`config.mk`:
```
export PLATFORM = sky130hd
export DESIGN_NAME = sfifo_param
export DESIGN_NICKNAME = d
export VERILOG_FILES = /design/src/rtl/sfifo_pkg.sv /design/src/rtl/sfifo_mem.sv /design/src/rtl/sfifo_param.sv
export SDC_FILE = /design/constraint.sdc
export NUM_CORES = 1
export LEC_CHECK = 0
export CORE_ASPECT_RATIO = 1.75
export CORE_MARGIN = 8
export CORE_UTILIZATION = 54
export DETAILED_ROUTE_END_ITERATION = 8
export PLACE_DENSITY_LB_ADDON = 0.25
export SETUP_SLACK_MARGIN = 0.15
export SYNTH_ARGS = -nofsm -noshare
export SYNTH_HDL_FRONTEND = slang
export SYNTH_SLANG_ARGS = --single-unit
```
`constraint.sdc`:
```
create_clock -name clk -period 4.1 [get_ports clk]
set_input_delay 0.41 -clock clk [delete_from_list [all_inputs] [get_ports clk]]
set_output_delay 0.41 -clock clk [all_outputs]
set_load 0.1 [all_outputs]
```
`src/rtl/sfifo_pkg.sv`:
```
// sfifo_pkg: shared constants, types and threshold helpers for sfifo_param.
// The default types track the default build (8-bit words, 16 entries).
package sfifo_pkg;

  localparam int SFIFO_DATA_WIDTH = 8;
  localparam int SFIFO_DEPTH      = 16;
  localparam int SFIFO_AW         = $clog2(SFIFO_DEPTH);
  localparam int SFIFO_AE_THRESH  = 2;

  typedef logic [SFIFO_DATA_WIDTH-1:0] data_t;
  typedef logic [SFIFO_AW:0]           ptr_t;
  typedef logic [SFIFO_AW:0]           cnt_t;

  // Fill level at or above a threshold (almost_full style compare).
  function automatic logic level_ge(input int unsigned level, input int unsigned thresh);
    return (level >= thresh) ? 1'b1 : 1'b0;
  endfunction

  // Fill level at or below a threshold (almost_empty style compare).
  function automatic logic level_le(input int unsigned level, input int unsigned thresh);
    return (level <= thresh) ? 1'b1 : 1'b0;
  endfunction

endpackage

```
`src/rtl/sfifo_mem.sv`:
```
// sfifo_mem: simple dual-port register array for sfifo_param.
// Synchronous write port, asynchronous read port, contents are not reset.
module sfifo_mem #(
  parameter int DATA_WIDTH = 8,
  parameter int DEPTH      = 16,
  parameter int AW         = $clog2(DEPTH)
) (
  input  logic                  clk,
  input  logic                  we,
  input  logic [AW-1:0]         waddr,
  input  logic [DATA_WIDTH-1:0] wdata,
  input  logic [AW-1:0]         raddr,
  output logic [DATA_WIDTH-1:0] rdata
);

  logic [DATA_WIDTH-1:0] mem_r [DEPTH];

  // Write port: store the word on an accepted push.
  always_ff @(posedge clk) begin
    if (we) begin
      mem_r[waddr] <= wdata;
    end
  end

  assign rdata = mem_r[raddr];

endmodule

```
`src/rtl/sfifo_param.sv`:
```
// sfifo_param: parametrised single-clock FIFO with fill count, almost
// flags and sticky overflow/underflow errors.
// Optional macro SFIFO_FWFT_EN selects first-word-fall-through reads;
// without it data_out is registered and updates one edge after a pop.
// DEPTH must be a power of two, minimum 4.
module sfifo_param
  import sfifo_pkg::*;
#(
  parameter int DATA_WIDTH = SFIFO_DATA_WIDTH,
  parameter int DEPTH      = SFIFO_DEPTH,
  parameter int AF_THRESH  = DEPTH - 2,
  parameter int AE_THRESH  = SFIFO_AE_THRESH
) (
  input  logic                    clk,
  input  logic                    rst,
  input  logic                    push,
  input  logic [DATA_WIDTH-1:0]   data_in,
  input  logic                    pop,
  output logic [DATA_WIDTH-1:0]   data_out,
  input  logic                    err_clr,
  output logic                    full,
  output logic                    empty,
  output logic                    almost_full,
  output logic                    almost_empty,
  output logic [$clog2(DEPTH):0]  count,
  output logic                    overflow,
  output logic                    underflow
);

  localparam int AW = $clog2(DEPTH);

  // Pointers carry one extra wrap bit so full and empty can be told apart
  // when the address bits match.
  logic [AW:0]           wr_ptr_r;
  logic [AW:0]           rd_ptr_r;
  logic [AW:0]           count_r;
  logic                  overflow_r;
  logic                  underflow_r;
  logic                  full_s;
  logic                  empty_s;
  logic                  pop_ok_s;
  logic                  push_ok_s;
  logic [DATA_WIDTH-1:0] rdata_s;
  logic [AW:0]           ptr_one_s;

  assign ptr_one_s = {{AW{1'b0}}, 1'b1};

  // Status decodes look only at registered state, never at push/pop.
  assign empty_s = (wr_ptr_r == rd_ptr_r);
  assign full_s  = (wr_ptr_r[AW] != rd_ptr_r[AW]) &&
                   (wr_ptr_r[AW-1:0] == rd_ptr_r[AW-1:0]);

  // A full FIFO still takes a push when a pop frees a slot in the same cycle.
  // On empty the pop is always rejected, even alongside a push.
  assign pop_ok_s  = pop & ~empty_s;
  assign push_ok_s = push & (~full_s | pop_ok_s);

  sfifo_mem #(
    .DATA_WIDTH (DATA_WIDTH),
    .DEPTH      (DEPTH),
    .AW         (AW)
  ) u_mem (
    .clk   (clk),
    .we    (push_ok_s),
    .waddr (wr_ptr_r[AW-1:0]),
    .wdata (data_in),
    .raddr (rd_ptr_r[AW-1:0]),
    .rdata (rdata_s)
  );

  // Write pointer: advance on each accepted push, wrapping naturally.
  always_ff @(posedge clk or posedge rst) begin
    if (rst) begin
      wr_ptr_r <= {(AW+1){1'b0}};
    end else if (push_ok_s) begin
      wr_ptr_r <= wr_ptr_r + ptr_one_s;
    end else begin
      wr_ptr_r <= wr_ptr_r;
    end
  end

  // Read pointer: advance on each accepted pop, wrapping naturally.
  always_ff @(posedge clk or posedge rst) begin
    if (rst) begin
      rd_ptr_r <= {(AW+1){1'b0}};
    end else if (pop_ok_s) begin
      rd_ptr_r <= rd_ptr_r + ptr_one_s;
    end else begin
      rd_ptr_r <= rd_ptr_r;
    end
  end

  // Fill level: net change of accepted pushes and pops this cycle.
  always_ff @(posedge clk or posedge rst) begin
    if (rst) begin
      count_r <= {(AW+1){1'b0}};
    end else begin
      case ({push_ok_s, pop_ok_s})
        2'b10:   count_r <= count_r + ptr_one_s;
        2'b01:   count_r <= count_r - ptr_one_s;
        default: count_r <= count_r;
      endcase
    end
  end

  // Sticky errors: a new error outranks a clear arriving in the same cycle.
  always_ff @(posedge clk or posedge rst) begin
    if (rst) begin
      overflow_r  <= 1'b0;
      underflow_r <= 1'b0;
    end else begin
      if (push & ~push_ok_s) begin
        overflow_r <= 1'b1;
      end else if (err_clr) begin
        overflow_r <= 1'b0;
      end else begin
        overflow_r <= overflow_r;
      end
      if (pop & empty_s) begin
        underflow_r <= 1'b1;
      end else if (err_clr) begin
        underflow_r <= 1'b0;
      end else begin
        underflow_r <= underflow_r;
      end
    end
  end

`ifdef SFIFO_FWFT_EN
  // Head of the queue is presented directly; meaningless while empty.
  assign data_out = rdata_s;
`else
  logic [DATA_WIDTH-1:0] dout_r;

  // Registered read: capture the head word on the pop edge, hold otherwise.
  always_ff @(posedge clk or posedge rst) begin
    if (rst) begin
      dout_r <= {DATA_WIDTH{1'b0}};
    end else if (pop_ok_s) begin
      dout_r <= rdata_s;
    end else begin
      dout_r <= dout_r;
    end
  end

  assign data_out = dout_r;
`endif

  assign full         = full_s;
  assign empty        = empty_s;
  assign count        = count_r;
  assign overflow     = overflow_r;
  assign underflow    = underflow_r;
  assign almost_full  = level_ge(32'(count_r), AF_THRESH);
  assign almost_empty = level_le(32'(count_r), AE_THRESH);

endmodule

```
==> flow_metrics.env, run 1 <==
export IMPL_max_cap_violations=0
export IMPL_cp_max_fo=21
export IMPL_start_util_pct=54.79
export IMPL_end_kind="flop"
export IMPL_worst_pin_slew_ns=0.9834
export IMPL_yosysWarnings=0
export IMPL_period_share_pct=79.26
export IMPL_die_h_um=158.6
export IMPL_crit_top_cell="xor2_1"
export IMPL_status="finished, final reports clean"
export IMPL_synth_edff_count=128
export IMPL_drc_errors=0
export IMPL_crit_start="rd_ptr_r[3]"
export IMPL_routed_wl_met3_um=595
export IMPL_synthToLayoutAreaGrowth_pct=15.80
export IMPL_track_usage_pct=16.69
export IMPL_wl_met1_mm=4.814
export IMPL_cp_required_ns=4.40
export IMPL_grt_max_degree=52
export IMPL_routed_wl_mm=12.07
export IMPL_setup_viol=0
export IMPL_cts_root_buf="clkbuf_16"
export IMPL_synth_nets=380
export IMPL_cts_resized=0
export IMPL_clock_latency_ns=0.42
export IMPL_avgSynthCellArea_um2=17.57
export IMPL_ios=32
export IMPL_power_switching_uw=2238
export IMPL_drv_slew=0
export IMPL_period_needed_ns=3.250
export IMPL_ys_seq_area_share_pct=71.24
export IMPL_first_pass_iters=5
export IMPL_grt_pass1_vias=3490
export IMPL_synthesis_area_um2=6274
export IMPL_htreeDepth=4
export IMPL_rows=52
export IMPL_crit_chain="xnor2_1 -> nand4_1 -> o31a_1 -> inv_1 -> ha_1 -> fa_1 -> a21o_1 -> a21oi_1 -> xor2_1 -> nor2_1 -> xor2_1"
export IMPL_finalInstanceArea_um2=7264
export IMPL_vias=3219
export IMPL_hold_violations=0
export IMPL_p_int_uw=3683
export IMPL_critPathKind="flop to flop"
export IMPL_ys_ff_latch=153
export IMPL_p_per_area_nw_per_um2=815.1
export IMPL_mostFrequentLayoutCells="128 x edfxtp_1, 29 x clkdlybuf4s50_1, 24 x mux4_2"
export IMPL_postSynthCellCount=357
export IMPL_layout_drive_gt1_share_pct=18.56
export IMPL_portBuffers=31
export IMPL_p_leak_uw=0.002525
export IMPL_dp_final_hpwl_mm=7.898
export IMPL_dr_max_layer_used="met4"
export IMPL_maxSlewHeadroom_pct=34.23
export IMPL_die_x_um=97.48
export IMPL_nets=414
export IMPL_seqPwrFrac_pct=35.8
export IMPL_gp_congestion=0.8241
export IMPL_synthFlopType="edfxtp_1"
export IMPL_ys_types=31
export IMPL_ant_nets=0
export IMPL_start_kind="flop"
export IMPL_skew_ns=0.01161
export IMPL_switching_share_pct=37.80
export IMPL_cp_slowest_cell="dfrtp_1"
export IMPL_cts_tree="yes"
export IMPL_layout_commonest_cell="edfxtp_1"
export IMPL_via_per_inst=5.972
export IMPL_holdWs_ns=0.5154
export IMPL_rsz0062_at_grt="false"
export IMPL_synth_top_area_cell="edfxtp_1"
export IMPL_drtIter0Drc=224
export IMPL_fin_util_pct=63.44
export IMPL_ctsHoldBuffers=0
export IMPL_vdd_drop_max_uv=761.8
export IMPL_cts_made_buffers=17
export IMPL_antenna_cells=0
export IMPL_critPathArrivalTime_ns=3.55
export IMPL_postPlaceCellArea_um2=6665
export IMPL_clk_pin_slew_ns=0.06
export IMPL_post_cts_setup_buffer_count=0
export IMPL_synthArstFlopShare_pct=16.34
export IMPL_wire_per_inst_um=22.40
export IMPL_dr_wl_met2_mm=6.289
export IMPL_r2r_start="rd_ptr_r[3]"
export IMPL_clk_path_buf_depth=2
export IMPL_coreArea_um2=11450
export IMPL_die_area_um2=15460
export IMPL_synthTopCellsByArea="edfxtp_1 61%, dfrtp_1 10%, mux4_2 8.6%, ha_1 1.8%, mux2_2 1.8%"
export IMPL_max_freq_mhz=307.7
export IMPL_cpPeakStageDelay_ns=0.73
export IMPL_antenna_found_initial=0
export IMPL_fin_setup_tns_ns=0
export IMPL_clock_sinks=153
export IMPL_grt_pass1_wl_mm=19.22
export IMPL_grt_remaining_overflow=0
export IMPL_clkPwrFrac_pct=26.5
export IMPL_min_path_type="input pin to asynchronous set/reset pin"
export IMPL_combPwrFrac_pct=37.6
export IMPL_synth_top_cell_area_share_pct=61.27
## cell families after synthesis
group | Yosys count | share of synthesized area (%)
AOI/OAI and AO/OA | 45 | 4.687
xor gates and xnor gates | 19 | 2.653
adders and majority gates | 10 | 2.114
buffers and inverters | 26 | 2.293
DFF | 153 | 71.24
muxes | 42 | 11.69
and+or+nand+nor | 62 | 5.325
## routing by layer
metal	up-vias	track usage, %
met1	1625	18.27
met5	-	0
met2	111	28.53
li1	1460	-
met3	23	4.822
met4	0	9.289
## synth_stat cells, types with 8 or more instances
cell type	count
mux2_2	10
a2111oi_0	9
mux2i_1	8
a211oi_1	8
ha_1	9
edfxtp_1	128
nor2_1	14
mux4_2	24
a21oi_1	18
dfrtp_1	25
nor2b_1	18
and3_1	16
xnor2_1	12
## power groups by stage
| stage | Sequential [uW] | Clock (uW) | Combinational (uW) |
|---|---|---|---|
| 2_1_floorplan | 2590 | 0 | 1290 |
| 4_1_cts | 2120 | 1590 | 2250 |
| 5_1_grt | 2150 | 1650 | 2380 |
| 3_3_place_gp | 2140 | 0 | 2210 |
| 3_5_place_dp | 2150 | 0 | 2240 |
| 6_report | 2120 | 1570 | 2230 |
## worst paths after layout
path | end | slack, ns | cells after the start
min reg2reg | data_out[5] | 0.53 | 2
min | count[0] | 0.52 | 2
min in group clk | data_out[5] | 0.53 | 2
max in group asynchronous | rd_ptr_r[1] | 2.93 | 2
max reg2reg | count[4] | 0.85 | 11
max | count[4] | 0.85 | 11
## through the flow
stage,std cells,power [uW],worst slack [ns]
2_1_floorplan,357,3879,0.7841
3_3_place_gp,507,4353,0.9928
3_5_place_dp,507,4392,0.8821
4_1_cts,539,5965,0.8625
5_1_grt,539,6189,0.4972
6_report,539,5921,0.8502
## cell type report
class | instances | area (um2)
inverter | 6 | 22.52
clock buffer | 17 | 425.4
tap | 135 | 168.9
sequential | 153 | 4472
multi-input combinational | 178 | 1667
fill | 821 | 4187
timing repair buffer | 35 | 335.3
clock inverter | 15 | 173.9
## critical path: cells and delay by family, from the launching register on
| family | cells | cell delay (ns) |
|---|---|---|
| and+or+nand+nor | 2 | 0.27 |
| buffers and inverters | 1 | 0.10 |
| xor gates and xnor gates | 3 | 0.43 |
| adders and majority gates | 2 | 0.73 |
| DFF | 1 | 0.73 |
| AOI/OAI and AO/OA | 3 | 0.87 |
## flip-flops by register name, indices dropped and copies added (netlist names)
register and count:
u_mem.mem_r 128, data_out 8, count 5, rd_ptr_r 5, wr_ptr_r 5, overflow 1, underflow 1
Power figures use the tool's default switching activity.
==> inputs of run 2 (changes only) <==
==> constraint.sdc (replaced) <==
create_clock -name clk -period 2.92 [get_ports clk]
set_input_delay 0.292 -clock clk [delete_from_list [all_inputs] [get_ports clk]]
set_output_delay 0.292 -clock clk [all_outputs]
set_load 0.1 [all_outputs]
==> flow_metrics.env, run 2 (synthesis gave the netlist of run 1 again) <==
export IMPL_cp_max_fo=7
export IMPL_worst_pin_slew_ns=0.6842
export IMPL_maxSlewHeadroom_pct=53.21
export IMPL_hold_violations=0
export IMPL_clk_path_buf_depth=2
export IMPL_cts_root_buf="clkbuf_16"
export IMPL_detailedPlace_worstSlack_ns=0.3270
export IMPL_ctsHoldBuffers=0
export IMPL_rows=52
export IMPL_skew_ns=0.007687
export IMPL_critPathArrivalTime_ns=2.87
export IMPL_routed_wl_mm=12.63
export IMPL_wire_per_inst_um=23.30
export IMPL_p_leak_uw=0.002542
export IMPL_cts_made_buffers=17
export IMPL_holdWs_ns=0.2635
export IMPL_htreeDepth=4
export IMPL_max_cap_violations=0
export IMPL_start_util_pct=54.79
export IMPL_r2r_start="wr_ptr_r[2]"
export IMPL_mostFrequentLayoutCells="128 x edfxtp_1, 24 x mux4_2, 24 x buf_4"
export IMPL_vias=3265
export IMPL_postPlaceCellArea_um2=6685
export IMPL_first_pass_iters=4
export IMPL_drv_slew=0
export IMPL_grt_pass1_vias=3448
export IMPL_die_area_um2=15460
export IMPL_p_per_area_nw_per_um2=1142
export IMPL_vdd_drop_max_uv=1383
export IMPL_clock_latency_ns=0.42
export IMPL_end_kind="flop"
export IMPL_status="finished, final reports clean"
export IMPL_clk_pin_slew_ns=0.06
export IMPL_cts_tree="yes"
export IMPL_layout_commonest_cell="edfxtp_1"
export IMPL_nets=417
export IMPL_min_path_type="input pin to asynchronous set/reset pin"
export IMPL_period_share_pct=87.98
export IMPL_rsz0062_at_grt="false"
export IMPL_clock_sinks=153
export IMPL_die_x_um=97.48
export IMPL_setup_viol=0
export IMPL_grt_pass1_wl_mm=19.69
export IMPL_critPathKind="flop to flop"
export IMPL_setup_ws_ns=0.3509
export IMPL_fin_setup_tns_ns=0
export IMPL_portBuffers=31
export IMPL_synthToLayoutAreaGrowth_pct=15.54
export IMPL_crit_start="wr_ptr_r[2]"
export IMPL_antenna_found_initial=0
export IMPL_largest_register_ffs=128
export IMPL_dp_final_hpwl_mm=8.013
export IMPL_max_freq_mhz=389.2
export IMPL_largest_register="u_mem.mem_r"
export IMPL_finalInstanceArea_um2=7248
export IMPL_grt_max_degree=52
export IMPL_via_per_inst=6.024
export IMPL_gp_congestion=0.7885
export IMPL_die_h_um=158.6
export IMPL_cp_required_ns=3.22
export IMPL_drtIter0Drc=249
export IMPL_drc_errors=0
export IMPL_grt_remaining_overflow=0
export IMPL_ant_nets=0
export IMPL_ios=32
export IMPL_coreArea_um2=11450
export IMPL_period_needed_ns=2.569
export IMPL_antenna_cells=0
export IMPL_track_usage_pct=17.05
export IMPL_layout_drive_gt1_share_pct=22.60
export IMPL_start_kind="flop"
run 2: metal layers:
| metal | vias up | wire, um | GRT usage (%) |
|---|---|---|---|
| li1 | 1462 | - | - |
| met1 | 1713 | 4940 | 19.25 |
| met2 | 76 | 7014 | 30.52 |
| met3 | 14 | 509 | 3.562 |
| met4 | 0 | 165 | 7.112 |
| met5 | - | 0 | 0 |
run 2: stage by stage:
step | utilization [%] | power, uW | std cells
3_3_place_gp | 58.38 | 6185 | 510
6_report | 63.30 | 8279 | 542
3_5_place_dp | 58.38 | 6234 | 510
4_1_cts | 63.30 | 8330 | 542
2_1_floorplan | - | 5466 | 357
5_1_grt | 63.30 | 8632 | 542
run 2: worst max-delay path, cell delays in order, from the launching register on:
cell     delay [ns]
dfrtp_1        0.46
xnor2_1        0.19
nand4_1        0.20
o21a_1         0.25
ha_2           0.23
fa_1           0.41
a21o_1         0.20
a21oi_1        0.16
xor2_1         0.16
nor2_1         0.06
xor2_1         0.14
run 2: timing repair:
| item | 4_1_cts | 5_1_grt |
|---|---|---|
| endpoints found under the setup margin | 0 | 1 |
| resized for setup | 0 | 0 |
| setup buffers | 0 | 0 |
run 2: final cells by class:
type	count	area [um2]
Clock buffer	20	436.7
Clock inverter	12	126.4
Fill cell	798	4203
Inverter	6	22.52
Multi-Input combinational cell	178	1682
Sequential cell	153	4472
Tap cell	135	168.9
Timing Repair Buffer	38	340.3
run 2: power by group:
part	internal, uW	switching [uW]
Sequential	2730	227
Clock	1250	841
Combinational	1100	2120
run 2: final timing paths:
path / end / slack [ns] / cells past startpoint
max reg2reg: count[4] / 0.35 / 10
max: count[4] / 0.35 / 10
max in group asynchronous: data_out[1] / 2.05 / 3
min: data_out[3] / 0.26 / 2
min in group clk: underflow / 0.49 / 2
min reg2reg: underflow / 0.53 / 2
==> inputs of run 3 (changes only) <==
--- a/config.mk
+++ b/config.mk
@@ -5,7 +5,6 @@
 export SDC_FILE = /design/constraint.sdc
 export NUM_CORES = 1
 export LEC_CHECK = 0
-export CORE_ASPECT_RATIO = 1.75
 export CORE_MARGIN = 8
 export CORE_UTILIZATION = 54
 export DETAILED_ROUTE_END_ITERATION = 8
==> constraint.sdc (replaced) <==
create_clock -name clk -period 2.3 [get_ports clk]
set_input_delay 0.23 -clock clk [delete_from_list [all_inputs] [get_ports clk]]
set_output_delay 0.23 -clock clk [all_outputs]
set_load 0.1 [all_outputs]
==> flow_metrics.env, run 3 (synthesis gave the netlist of run 1 again) <==
export IMPL_status="finished, violations left"
export IMPL_violations="negative setup slack"
export IMPL_dr_wl_met2_mm=5.866
export IMPL_dr_max_layer_used="met4"
export IMPL_vias=3240
export IMPL_multi_input_area_um2=1804
export IMPL_die_h_um=123.8
export IMPL_grt_remaining_overflow=0
export IMPL_cp_max_fo=4
export IMPL_grt_max_degree=52
export IMPL_hold_violations=0
export IMPL_drc_errors=0
export IMPL_crit_top_cell="xor2_1"
export IMPL_dp_final_hpwl_mm=7.685
export IMPL_cpPeakStageDelay_ns=0.43
export IMPL_combPwrFrac_pct=40.0
export IMPL_largest_register_ffs=128
export IMPL_num_fill_cells=752
export IMPL_period_needed_ns=2.320
export IMPL_htreeDepth=4
export IMPL_rr_endpoint="count[4]"
export IMPL_start_kind="flop"
export IMPL_skew_ns=0.01030
export IMPL_r2r_start="rd_ptr_r[1]"
export IMPL_period_share_pct=100.9
export IMPL_ctsHoldBuffers=0
export IMPL_crit_chain="xnor2_2 -> nand4_1 -> o31a_1 -> inv_4 -> ha_4 -> fa_2 -> a21o_1 -> a21oi_2 -> xor2_1 -> nor2_1 -> xor2_1"
export IMPL_first_pass_iters=4
export IMPL_via_per_inst=5.786
export IMPL_track_usage_pct=17.01
export IMPL_clock_latency_ns=0.41
export IMPL_rows=39
export IMPL_portBuffers=31
export IMPL_routed_wl_met3_um=636
export IMPL_wire_per_inst_um=21.66
export IMPL_vdd_drop_max_uv=1516
export IMPL_clock_sinks=153
export IMPL_p_leak_uw=0.002639
export IMPL_ant_nets=0
export IMPL_crit_start="rd_ptr_r[1]"
export IMPL_p_per_area_nw_per_um2=1463
export IMPL_max_freq_mhz=431.1
export IMPL_wl_met1_mm=5.409
export IMPL_endpoint="count[4]"
export IMPL_synthToLayoutAreaGrowth_pct=20.36
export IMPL_p_int_uw=6998
export IMPL_power_switching_uw=4048
export IMPL_antenna_cells=0
export IMPL_rsz0062_at_grt="true"
export IMPL_drv_slew=0
export IMPL_cts_made_buffers=17
export IMPL_clkPwrFrac_pct=26.0
export IMPL_critPathKind="flop to flop"
export IMPL_die_area_um2=15320
export IMPL_setup_viol=2
export IMPL_worst_path_stages=11
export IMPL_regArea_um2=4472
export IMPL_routed_wl_mm=12.13
export IMPL_min_path_type="input pin to asynchronous set/reset pin"
export IMPL_seqPwrFrac_pct=34.0
export IMPL_ios=32
export IMPL_critPathBufInv=1
export IMPL_critical_path_top_delay_family="compound AO/OA/AOI/OAI gates"
export IMPL_r2r_cells=11
export IMPL_cts_root_buf="clkbuf_16"
export IMPL_antenna_found_initial=0
export IMPL_grt_pass1_vias=3338
export IMPL_gp_congestion=0.7623
export IMPL_drtIter0Drc=259
export IMPL_finalInstanceArea_um2=7551
export IMPL_postPlaceCellArea_um2=6802
export IMPL_largest_register="u_mem.mem_r"
export IMPL_fin_setup_tns_ns=-0.02897
export IMPL_clk_path_buf_depth=2
export IMPL_start_util_pct=55.18
export IMPL_die_x_um=123.8
export IMPL_cts_tree="yes"
export IMPL_max_cap_violations=0
export IMPL_grt_pass1_wl_mm=18.82
export IMPL_reg2reg_slack_ns=-0.02
export IMPL_mostFrequentLayoutCells="128 x edfxtp_1, 33 x buf_4, 24 x mux4_2"
export IMPL_clk_pin_slew_ns=0.06
export IMPL_switching_share_pct=36.65
export IMPL_maxSlewHeadroom_pct=57.49
export IMPL_worst_pin_slew_ns=0.6357
export IMPL_nets=430
export IMPL_critPathArrivalTime_ns=2.61
export IMPL_end_kind="flop"
export IMPL_cp_slowest_cell="dfrtp_2"
export IMPL_layout_commonest_cell="edfxtp_1"
export IMPL_layout_drive_gt1_share_pct=30.94
export IMPL_coreArea_um2=11370
export IMPL_cp_required_ns=2.59
export IMPL_setup_ws_ns=-0.01976
## run 3: power by group through the flow
| stage | combinational [uW] | clock, uW | sequential (uW) |
|---|---|---|---|
| after floorplan | 2370 | 0 | 4640 |
| after global placement | 4240 | 0 | 3760 |
| after detailed placement | 4290 | 0 | 3790 |
| after CTS | 4370 | 2910 | 3760 |
| after global routing | 4700 | 3020 | 3800 |
| final | 4420 | 2870 | 3760 |
## run 3: how the worst min path moves through the flow
stage,startpoint,endpoint,slack [ns]
2_1_floorplan,rst,count[0],0.26
3_3_place_gp,data_out[3],data_out[3],0.51
3_5_place_dp,underflow,underflow,0.52
4_1_cts,rst,wr_ptr_r[4],0.18
5_1_grt,rst,data_out[7],0.22
6_report,rst,wr_ptr_r[4],0.18
## run 3: area by class of cell
| type | count | area share [%] |
|---|---|---|
| Clock buffer | 18 | 5.684 |
| Clock inverter | 11 | 2.386 |
| Inverter | 6 | 0.3314 |
| Multi-Input combinational cell | 178 | 23.89 |
| Sequential cell | 153 | 59.22 |
| Tap cell | 143 | 2.370 |
| Timing Repair Buffer | 51 | 6.114 |
## run 3: timing repair
| action | in CTS | in global routing |
|---|---|---|
| pin swaps | 4 | 0 |
| resized for setup | 6 | 31 |
| setup buffers | 3 | 1 |
| setup endpoints to repair | 9 | 99 |
## run 3: stage by stage
step	cells	setup WS, ns	power (uW)	util, %	hold slack [ns]
finish	560	-0.01976	11050	66.41	0.1766
global route	560	-0.1370	11530	66.41	0.2221
CTS	559	0.007378	11030	65.65	0.1759
detailed placement	527	-0.06459	8080	59.82	0.5219
global placement	527	0.008215	8004	59.82	0.5093
floorplan	357	-0.2384	7008	-	0.2573
## run 3: per-layer routing
metal,GRT usage [%],vias up
met3,3.717,21
met1,23.06,1638
met5,0,-
met2,26.02,90
li1,-,1491
met4,7.675,0
## run 3: worst reg2reg max path, stage by stage (launching register included)
cell	delay, ns
dfrtp_2	0.43
xnor2_2	0.14
nand4_1	0.14
o31a_1	0.23
inv_4	0.05
ha_4	0.18
fa_2	0.35
a21o_1	0.17
a21oi_2	0.13
xor2_1	0.16
nor2_1	0.07
xor2_1	0.14
==> edit: new RTL, config.mk and constraints of run 3 <==
Build with the macro `SFIFO_FWFT_EN` defined.
--- a/src/rtl/sfifo_param.sv
+++ b/src/rtl/sfifo_param.sv
@@ -3,6 +3,8 @@
 // Optional macro SFIFO_FWFT_EN selects first-word-fall-through reads;
 // without it data_out is registered and updates one edge after a pop.
 // DEPTH must be a power of two, minimum 4.
+`define SFIFO_FWFT_EN
+
 module sfifo_param
   import sfifo_pkg::*;
 #(
Behaviour: not the same (Yosys sat finds a counterexample within 4 cycles, from zero or initial values and one cycle with rst high).
==> edit against run 3 <==
The flow still finishes with violations (setup timing); sequential cell count shrank 8; routed wire length grew 10%; synthesized area shrank 5.9%; worst setup slack lost 300 ps; design area grew 1.4%; global-route usage grew 1.9 points; non-clock buffer count grew 22; critical path type unchanged; highest routed layer unchanged.
Power is not shown: default switching activity piles up to over one toggle a cycle in this logic, so the estimate is an artifact.
==> edit: results (changes against run 3) <==
r2r worst-path depth: 12 (was 11)
commonest cells in the netlist: edfxtp_1 (128), mux4_2 (32), dfrtp_1 (17), a22oi_1 (16), and3_1 (15) (was edfxtp_1 (128), dfrtp_1 (25), mux4_2 (24), a21oi_1 (18), nor2b_1 (18))
Vias: 3171 (was 3240)
DR pass1 iterations: 5 (was 4)
Final Setup Violations: 12 (was 2)
post-layout net count: 407 (was 430)
Post-synth ARST share: 11.72% (was 16.34%)
top cells by area, synth: edfxtp_1 (65%), mux4_2 (12%), dfrtp_1 (7.2%), a22oi_1 (2.0%), ha_1 (1.9%) (was edfxtp_1 (61%), dfrtp_1 (10%), mux4_2 (8.6%), ha_1 (1.8%), mux2_2 (1.8%))
Yosys cell types: 32 (was 31)
final wirelength: 13.37 mm (was 12.13 mm)
dpl cells: 490 (was 527)
clock root buffer: clkbuf_8 (was clkbuf_16)
final setup margin: -324.7 ps (was -19.76 ps)
Worst-Skew Late Latency: 520 ps (was 410 ps)
sequential fraction of the synthesis area: 72.29% (was 71.24%)
Wirelength per Cell: 24.94 um (was 21.66 um)
Mean Syn Cell Area: 19.05 um^2 (was 17.57 um^2)
run status: complete, but fails checks (unchanged)
Worst Clk Skew: 11.96 ps (was 10.30 ps)
GRT Overall Usage: 18.93% (was 17.01%)
area of placed instances: 0.006645 mm^2 (was 0.006802 mm^2)
Syn Nets: 333 (was 380)
DRT iter0 DRCs: 311 (was 259)
violated checks: setup timing (unchanged)
largest net degree at the start of global routing: 36 (was 52)
==> edit: what timing repair did <==
| item | in CTS | in global routing |
|---|---|---|
| gates cloned | 4 | 2 |
| hold buffers | 0 | 0 |
| buffers inserted | 7 | 2 |
| endpoints found under the setup margin | 24 | 108 |
| resized for setup | 35 | 13 |
| pin swaps | 16 | 3 |
==> edit: kinds of logic after synthesis <==
logic type | count (synthesis) | share of synthesized area, %
AO/OA/AOI/OAI | 28 | 3.305
AND/OR/NAND/NOR | 50 | 4.703
XOR/XNOR | 18 | 2.669
flip-flops | 145 | 72.29
buffers and inverters | 25 | 2.140
adder cells (fa/ha/maj) | 10 | 2.246
multiplexers | 34 | 12.65
==> edit: path summary, 6_finish.rpt <==
check	from	end	slack (ps)
worst min register to register	overflow$_DFFE_PP0P_	overflow$_DFFE_PP0P_	540
max in group asynchronous	rst	rd_ptr_r[0]$_DFFE_PP0P_	1750
worst max-delay path	rd_ptr_r[0]$_DFFE_PP0P_	count[4]$_DFFE_PP0P_	-320
min in group clk	err_clr	underflow$_DFFE_PP0P_	310
worst min-delay path	rst	wr_ptr_r[0]$_DFFE_PP0P_	90
worst max register to register	rd_ptr_r[0]$_DFFE_PP0P_	count[4]$_DFFE_PP0P_	-320
==> edit: area by class of cell <==
type / count / area, um^2
flip-flops and latches: 145 / 4270
repair buffers: 73 / 859.6
multi-input cells: 140 / 1700
clock buffers: 18 / 417.9
well taps: 140 / 175.2
fillers: 672 / 3085
clock inverters: 13 / 210.2
inverters: 7 / 26.28
==> edit: routing by layer <==
metal  vias to the layer above  GRT usage (%)  wire, um
li1                       1381              -         -
met1                      1650          21.72      5119
met2                       120          33.24      7236
met3                        20          5.268       726
met4                         0          6.948       286
met5                         -              0         0
==> edit: worst max-delay path, cell delays in order (launching register included) <==
cell	delay, ps
dfrtp_2	400
xor2_1	170
nor4_2	370
and2_4	210
nand2b_4	120
inv_2	40
ha_4	160
fa_2	340
a21o_1	170
a21oi_2	130
xor2_1	170
nor2_1	70
xor2_1	140
==> edit: through the flow <==
step / utilization [%] / TNS (ps) / hold slack, ps
after floorplan: - / -1212 / 156.1
after global placement: 61.84 / -824.9 / 514.7
after detailed placement: 61.84 / -1104 / 524.2
after CTS: 70.65 / -2168 / 102.8
after global routing: 71.29 / -3933 / 167.1
final: 71.29 / -2840 / 94.56
